File: config.mk
export PLATFORM = sky130hd
export DESIGN_NAME = fetch_queue
export DESIGN_NICKNAME = d
export VERILOG_FILES = /design/src/rtl/fetch_pkg.sv /design/src/rtl/fetch_queue_mem.sv /design/src/rtl/fetch_queue.sv
export SDC_FILE = /design/constraint.sdc
export NUM_CORES = 1
export LEC_CHECK = 0
export CAP_MARGIN = 5
export CORE_MARGIN = 5
export CORE_UTILIZATION = 35
export DETAILED_ROUTE_END_ITERATION = 6
export GPL_TIMING_DRIVEN = 0
export HOLD_SLACK_MARGIN = 0.1
export MAX_ROUTING_LAYER = met4
export PLACE_DENSITY = 0.65
export SKIP_LAST_GASP = 1
export SYNTH_ARGS = -nofsm -noshare
export SYNTH_HDL_FRONTEND = slang
export SYNTH_SLANG_ARGS = --single-unit
File: constraint.sdc
create_clock -name clk -period 16.6 [get_ports clk]
set_clock_uncertainty 0.1 [all_clocks]
set_input_delay 2.49 -clock clk [delete_from_list [all_inputs] [get_ports clk]]
set_output_delay 2.49 -clock clk [all_outputs]
set_load 0.05 [all_outputs]
File: src/rtl/fetch_pkg.sv
// fetch_pkg: shared constants and entry type for the fetch queue
package fetch_pkg;
  localparam int FQ_DEPTH = 4;
  localparam int FQ_W = 32;
  localparam int FQ_PTR_W = $clog2(FQ_DEPTH);
  localparam int FQ_CNT_W = $clog2(FQ_DEPTH + 1);
  typedef struct packed {
    logic [FQ_W-1:0] pc;
    logic [FQ_W-1:0] instruction;
  } fq_entry_t;
endpackage

File: src/rtl/fetch_queue_mem.sv
// fetch_queue_mem: entry storage with sync write, async read, sync clear
module fetch_queue_mem
  import fetch_pkg::*;
#(
  parameter int DEPTH = FQ_DEPTH
) (
  input  logic                     clk,
  input  logic                     rst,
  input  logic                     we,
  input  logic [$clog2(DEPTH)-1:0] waddr,
  input  fq_entry_t                wdata,
  input  logic [$clog2(DEPTH)-1:0] raddr,
  output fq_entry_t                rdata
);
  fq_entry_t mem_q [DEPTH];
  always_ff @(posedge clk) begin
    if (rst) begin
      for (int i = 0; i < DEPTH; i++) mem_q[i] <= '0;
    end else if (we) begin
      mem_q[waddr] <= wdata;
    end
  end
  assign rdata = mem_q[raddr];
endmodule

File: src/rtl/fetch_queue.sv
// fetch_queue: fetch-to-decode decoupling buffer with flush on taken branch
// Define FETCH_QUEUE_BYPASS_EN for zero-latency handover when empty.
module fetch_queue
  import fetch_pkg::*;
#(
  parameter int DEPTH = FQ_DEPTH,
  parameter int W     = FQ_W
) (
  input  logic                         clk,
  input  logic                         rst,
  input  logic [W-1:0]                 if_pc,
  input  logic [W-1:0]                 if_instruction,
  input  logic                         branch_taken,
  output logic                         stall,
  output logic                         id_valid,
  input  logic                         id_ready,
  output logic [W-1:0]                 id_pc,
  output logic [W-1:0]                 id_instruction,
  output logic [$clog2(DEPTH+1)-1:0]   count
);
  localparam int AW = $clog2(DEPTH);
  localparam int CW = $clog2(DEPTH + 1);
  logic [AW-1:0] rd_ptr_q, rd_ptr_d, wr_ptr_q, wr_ptr_d;
  logic [CW-1:0] count_q, count_d;
  logic byp, push, pop, we, deq;
  fq_entry_t rdata;
  assign stall = count_q == CW'(DEPTH);
`ifdef FETCH_QUEUE_BYPASS_EN
  assign byp = count_q == '0 && !branch_taken && !stall;
`else
  assign byp = 1'b0;
`endif
  assign id_valid       = (count_q != '0 || byp) && !branch_taken;
  assign id_pc          = byp ? if_pc : rdata.pc;
  assign id_instruction = byp ? if_instruction : rdata.instruction;
  assign pop  = id_valid && id_ready;
  assign push = !stall && !branch_taken;
  // a bypassed pair taken by decode is never stored
  assign we  = push && !(byp && id_ready);
  assign deq = pop && !byp;
  assign count = count_q;
  always_comb begin
    rd_ptr_d = branch_taken ? '0 : rd_ptr_q + AW'(deq);
    wr_ptr_d = branch_taken ? '0 : wr_ptr_q + AW'(we);
    count_d  = branch_taken ? '0 : count_q + CW'(we) - CW'(deq);
  end
  always_ff @(posedge clk) begin
    if (rst) begin
      rd_ptr_q <= '0;
      wr_ptr_q <= '0;
      count_q  <= '0;
    end else begin
      rd_ptr_q <= rd_ptr_d;
      wr_ptr_q <= wr_ptr_d;
      count_q  <= count_d;
    end
  end
  fetch_queue_mem #(.DEPTH(DEPTH)) u_mem (
    .clk   (clk),
    .rst   (rst),
    .we    (we),
    .waddr (wr_ptr_q),
    .wdata ('{pc: if_pc, instruction: if_instruction}),
    .raddr (rd_ptr_q),
    .rdata (rdata)
  );
endmodule

==> impl_results.html <==
<table>
<tr><th>Metric</th><th>Value</th></tr>
<tr><th colspan="2">CTS</th></tr>
<tr><td>Total clock buffers created by CTS</td><td>29</td></tr>
<tr><td>Insertion delay to the later sink of the worst-skew pair</td><td>about 0.55 ns</td></tr>
<tr><td>Max H-tree Level</td><td>1</td></tr>
<tr><td>CTS sink cnt</td><td>~260</td></tr>
<tr><td>Clock-pin slew reported for the worst setup and hold paths after clock tree synthesis</td><td>0.06 ns</td></tr>
<tr><td>Hold Buf Count CTS</td><td>0</td></tr>
<tr><td>Worst-case clock buffer depth</td><td>3</td></tr>
<tr><td>Clk root buf</td><td>clkbuf_16</td></tr>
<tr><td>Count of cells resized by post-cts repair</td><td>0</td></tr>
<tr><td>Number of buffers inserted by post-CTS setup repair</td><td>0</td></tr>
<tr><td>Clock tree from TritonCTS</td><td>done</td></tr>
<tr><th colspan="2">Setup path</th></tr>
<tr><td>FF-to-FF setup slack</td><td>~13 ns</td></tr>
<tr><td>Cells traversed along the worst timing path</td><td>clkdlybuf4s50_1 &gt; clkbuf_1 &gt; nor2_1 &gt; clkdlybuf4s50_1</td></tr>
<tr><td>Critical Path End</td><td>id_valid</td></tr>
<tr><td>Worst setup path startpoint</td><td>branch_taken</td></tr>
<tr><td>Most prevalent standard cell on the critical path</td><td>clkdlybuf4s50_1</td></tr>
<tr><td>Critical Path AT</td><td>4.51 ns</td></tr>
<tr><td>Number of cells on the critical path</td><td>4</td></tr>
<tr><td>CP max FO</td><td>10</td></tr>
<tr><td>Slowest cell on crit path</td><td>clkdlybuf4s50_1</td></tr>
<tr><td>Capturing point of the worst reg2reg path</td><td>u_mem.mem_q[1][31]$_SDFFCE_PN0P_</td></tr>
<tr><td>Count of cells along the worst register-to-register path</td><td>9</td></tr>
<tr><td>Required @ worst endpoint</td><td>between 10 and 15 ns</td></tr>
<tr><td>Classification of the worst setup path</td><td>in2out</td></tr>
<tr><td>Delay of the slowest cell on the worst path</td><td>0.73 ns</td></tr>
<tr><td>Endpoint class of the critical path</td><td>output port</td></tr>
<tr><td>Kind of start point of the critical path</td><td>primary input</td></tr>
<tr><td>Kind of cell adding the most delay to the critical path</td><td>buffers and inverters</td></tr>
<tr><td>Launch point of the worst reg-to-reg path</td><td>count[1]$_SDFF_PP0_</td></tr>
<tr><td>Total buffers and inverters traversed by the critical path</td><td>3</td></tr>
<tr><th colspan="2">Final layout</th></tr>
<tr><td>Share of the core filled with cells in the final layout</td><td>44.41%</td></tr>
<tr><td>Fraction of layout cells with a size suffix above 1</td><td>around 22%</td></tr>
<tr><td>Area of all placed cells without fillers</td><td>15640 µm²</td></tr>
<tr><td>Post-layout instance count excluding filler cells</td><td>1386</td></tr>
<tr><td>Final net count</td><td>972</td></tr>
<tr><td>Most used cells in the layout excluding fill and tap cells</td><td>edfxtp_1 (256), nor4b_1 (175), clkdlybuf4s50_1 (136)</td></tr>
<tr><td>Leading cell type in the layout, fill and taps excluded</td><td>edfxtp_1</td></tr>
<tr><td>Area overhead of the layout relative to synthesis</td><td>26.18%</td></tr>
<tr><th colspan="2">Yosys</th></tr>
<tr><td>Post-synth top area share</td><td>62.02%</td></tr>
<tr><td>Main area contributors after synthesis</td><td>edfxtp_1 (62%), nor4b_1 (12%), mux4_2 (12%)</td></tr>
<tr><td>Number of warnings issued by yosys</td><td>0</td></tr>
<tr><td>Number of enable flip-flop cells after synthesis</td><td>256</td></tr>
<tr><td>Post-Syn Area per Cell</td><td>17.29 µm²</td></tr>
<tr><td>Net Count, Synth</td><td>788</td></tr>
<tr><td>Post-synthesis instance area</td><td>12400 µm²</td></tr>
<tr><td>Number of synthesized register bits</td><td>263</td></tr>
<tr><td>Leading area contributor after synthesis</td><td>edfxtp_1</td></tr>
<tr><td>Cells after Synth</td><td>717</td></tr>
<tr><td>Number of distinct library cells after synthesis</td><td>29</td></tr>
<tr><td>Proportion of synthesized chip area in sequential cells</td><td>63.15%</td></tr>
<tr><td>Dominant register cell in the synthesized netlist</td><td>edfxtp_1</td></tr>
<tr><td>Fraction of registers with async set/reset</td><td>0%</td></tr>
<tr><th colspan="2">STA</th></tr>
<tr><td>Min Tclk post-route</td><td>~7.1 ns</td></tr>
<tr><td>Fmax achieved</td><td>140.9 MHz</td></tr>
<tr><td>Final setup vio count</td><td>0</td></tr>
<tr><td>Share of the clock period used by the worst path</td><td>approximately 43%</td></tr>
<tr><td>Worst Tran Pin Value</td><td>around 0.95 ns</td></tr>
<tr><td>Worst hold slack</td><td>0.4992 ns</td></tr>
<tr><td>Worst slew margin relative to its limit</td><td>a little over a third</td></tr>
<tr><td>Final Max Tran Viols</td><td>0</td></tr>
<tr><td>Accumulated negative setup slack</td><td>0 ns</td></tr>
<tr><td>Endpoints failing hold</td><td>0</td></tr>
<tr><td>Setup repair after global routing missed its margin</td><td>no</td></tr>
<tr><th colspan="2">GRT</th></tr>
<tr><td>First-pass GRT wire length</td><td>52870 µm</td></tr>
<tr><td>Via count of the first global-routing pass</td><td>roughly 8.4k</td></tr>
<tr><td>Maximum number of pins on one net before global-route repair</td><td>17</td></tr>
<tr><td>Global-route usage over all layers</td><td>18.25%</td></tr>
<tr><td>GR Overflow Total</td><td>0</td></tr>
<tr><td>Initial antenna violation count</td><td>1</td></tr>
<tr><th colspan="2">Placement</th></tr>
<tr><td>Total instance count after detailed placement</td><td>1331</td></tr>
<tr><td>Post-DP Area</td><td>14730 µm²</td></tr>
<tr><td>Quantity of I/O buffers inserted on ports</td><td>136</td></tr>
<tr><td>Detail Placement HPWL</td><td>23080 µm</td></tr>
<tr><td>Final weighted congestion in routability-driven placement</td><td>about 0.76</td></tr>
<tr><th colspan="2">Routing</th></tr>
<tr><td>Average vias per placed instance</td><td>between 5 and 6</td></tr>
<tr><td>Number of detailed-routing iterations run before antenna repair</td><td>5</td></tr>
<tr><td>Number of violations reported at the end of detailed-routing iteration 0</td><td>780</td></tr>
<tr><td>Final routed wire length divided by cell count</td><td>between 20 and 30 µm</td></tr>
<tr><td>Count of antenna-violating nets left after detailed routing</td><td>0</td></tr>
<tr><td>Count of unresolved DRC violations after routing</td><td>0</td></tr>
<tr><td>Total number of vias</td><td>8001</td></tr>
<tr><td>Total detailed-routing wirelength</td><td>35230 µm</td></tr>
<tr><th colspan="2">Floorplanning</th></tr>
<tr><td>Area of the core</td><td>roughly 35000 µm²</td></tr>
<tr><td>Height of the die</td><td>about 200 µm</td></tr>
<tr><td>Die span in x</td><td>198.2 µm</td></tr>
<tr><td>Die footprint</td><td>slightly below 40000 µm²</td></tr>
<tr><td>Effective utilization at floorplan</td><td>35.19%</td></tr>
<tr><td>Number of placement rows</td><td>69</td></tr>
<tr><td># IOs</td><td>between 100 and 150</td></tr>
<tr><th colspan="2">Power</th></tr>
<tr><td>Peak supply drop</td><td>between 0.06 and 0.07 mV</td></tr>
<tr><td>Power density normalized to cell area</td><td>just over 100 nW/µm²</td></tr>
<tr><td>P_leak</td><td>0.004928 µW</td></tr>
<tr><th colspan="2">Flow run</th></tr>
<tr><td>Max_cap viols</td><td>0</td></tr>
<tr><th colspan="2">Min path</th></tr>
<tr><td>Worst hold path type</td><td>reg2reg</td></tr>
<tr><th colspan="2">Status</th></tr>
<tr><td>Result of the run</td><td>finished clean</td></tr>
</table>
## power by group
part	internal [µW]	switching (µW)	leakage [µW]
sequential	768	9.15	0.00274
combinational	88.6	135	0.00176
clock	362	259	0.000433
## worst min-delay path: cells and delay by family (launching register included)
kind | cells | cell delay, ns
xor gates and xnor gates | 1 | 0.16
and+or+nand+nor | 1 | 0.04
DFF | 1 | 0.36
## cell usage after synthesis, types with 2 or more instances
master,number
inv_1,2
nor2_1,5
nor3b_1,66
buf_1,10
mux4_2,64
ha_1,2
and2_1,3
nor4b_2,18
edfxtp_1,256
nor4b_1,175
dfxtp_1,7
buf_2,30
nand2b_1,2
clkbuf_1,31
buf_6,18
mux2_2,2
o31ai_1,5
buf_4,7
nor3_1,4
## final cells by class
class | count | area (µm²)
sequential | 263 | 7828
buffer | 96 | 559.3
antenna | 1 | 2.502
tap | 461 | 576.8
multi-input combinational | 356 | 4056
fill | 3147 | 19580
clock buffer | 43 | 798.3
timing repair buffer | 153 | 1704
clock inverter | 11 | 108.9
inverter | 2 | 7.507
## stage by stage
| step | total power (µW) | setup WS [ns] |
|---|---|---|
| after floorplan | 921.9 | 8.457 |
| after global placement | 1011 | 3.555 |
| after detailed placement | 1016 | 9.513 |
| after global routing | 1673 | 9.419 |
| final | 1621 | 9.501 |
| after CTS | 1633 | 9.501 |
## worst min-delay path by stage
stage	from	slack (ns)	end	depth (start not counted)
finish	wr_ptr_q[1]$_SDFF_PP0_	0.50	wr_ptr_q[1]$_SDFF_PP0_	2
global route	wr_ptr_q[1]$_SDFF_PP0_	0.52	wr_ptr_q[1]$_SDFF_PP0_	2
CTS	wr_ptr_q[1]$_SDFF_PP0_	0.49	wr_ptr_q[1]$_SDFF_PP0_	2
detailed placement	wr_ptr_q[1]$_SDFF_PP0_	0.48	wr_ptr_q[1]$_SDFF_PP0_	2
global placement	wr_ptr_q[1]$_SDFF_PP0_	0.48	wr_ptr_q[1]$_SDFF_PP0_	2
floorplan	wr_ptr_q[1]$_SDFF_PP0_	0.43	wr_ptr_q[1]$_SDFF_PP0_	2
## state kept, by name (all words and copies together) (netlist names)
name         flops
u_mem.mem_q    256
rd_ptr_q         2
count            3
wr_ptr_q         2
## logic make-up after synthesis
| family | Yosys count | synth area share, % |
|---|---|---|
| xor+xnor | 2 | 0.2624 |
| mux | 66 | 11.81 |
| fa+ha+maj | 3 | 0.3634 |
| buf+inv | 98 | 4.572 |
| simple gates | 278 | 19.41 |
| compound gates | 7 | 0.4341 |
| flops | 263 | 63.15 |
## layer usage
| layer | wire [µm] | track usage [%] | vias up |
|---|---|---|---|
| li1 | - | - | 3396 |
| met1 | 14910 | 25.17 | 4193 |
| met2 | 16970 | 28.68 | 358 |
| met3 | 2640 | 3.131 | 54 |
| met4 | 707 | 4.030 | 0 |
| met5 | 0 | - | - |
(Power assumes the default switching activity.)
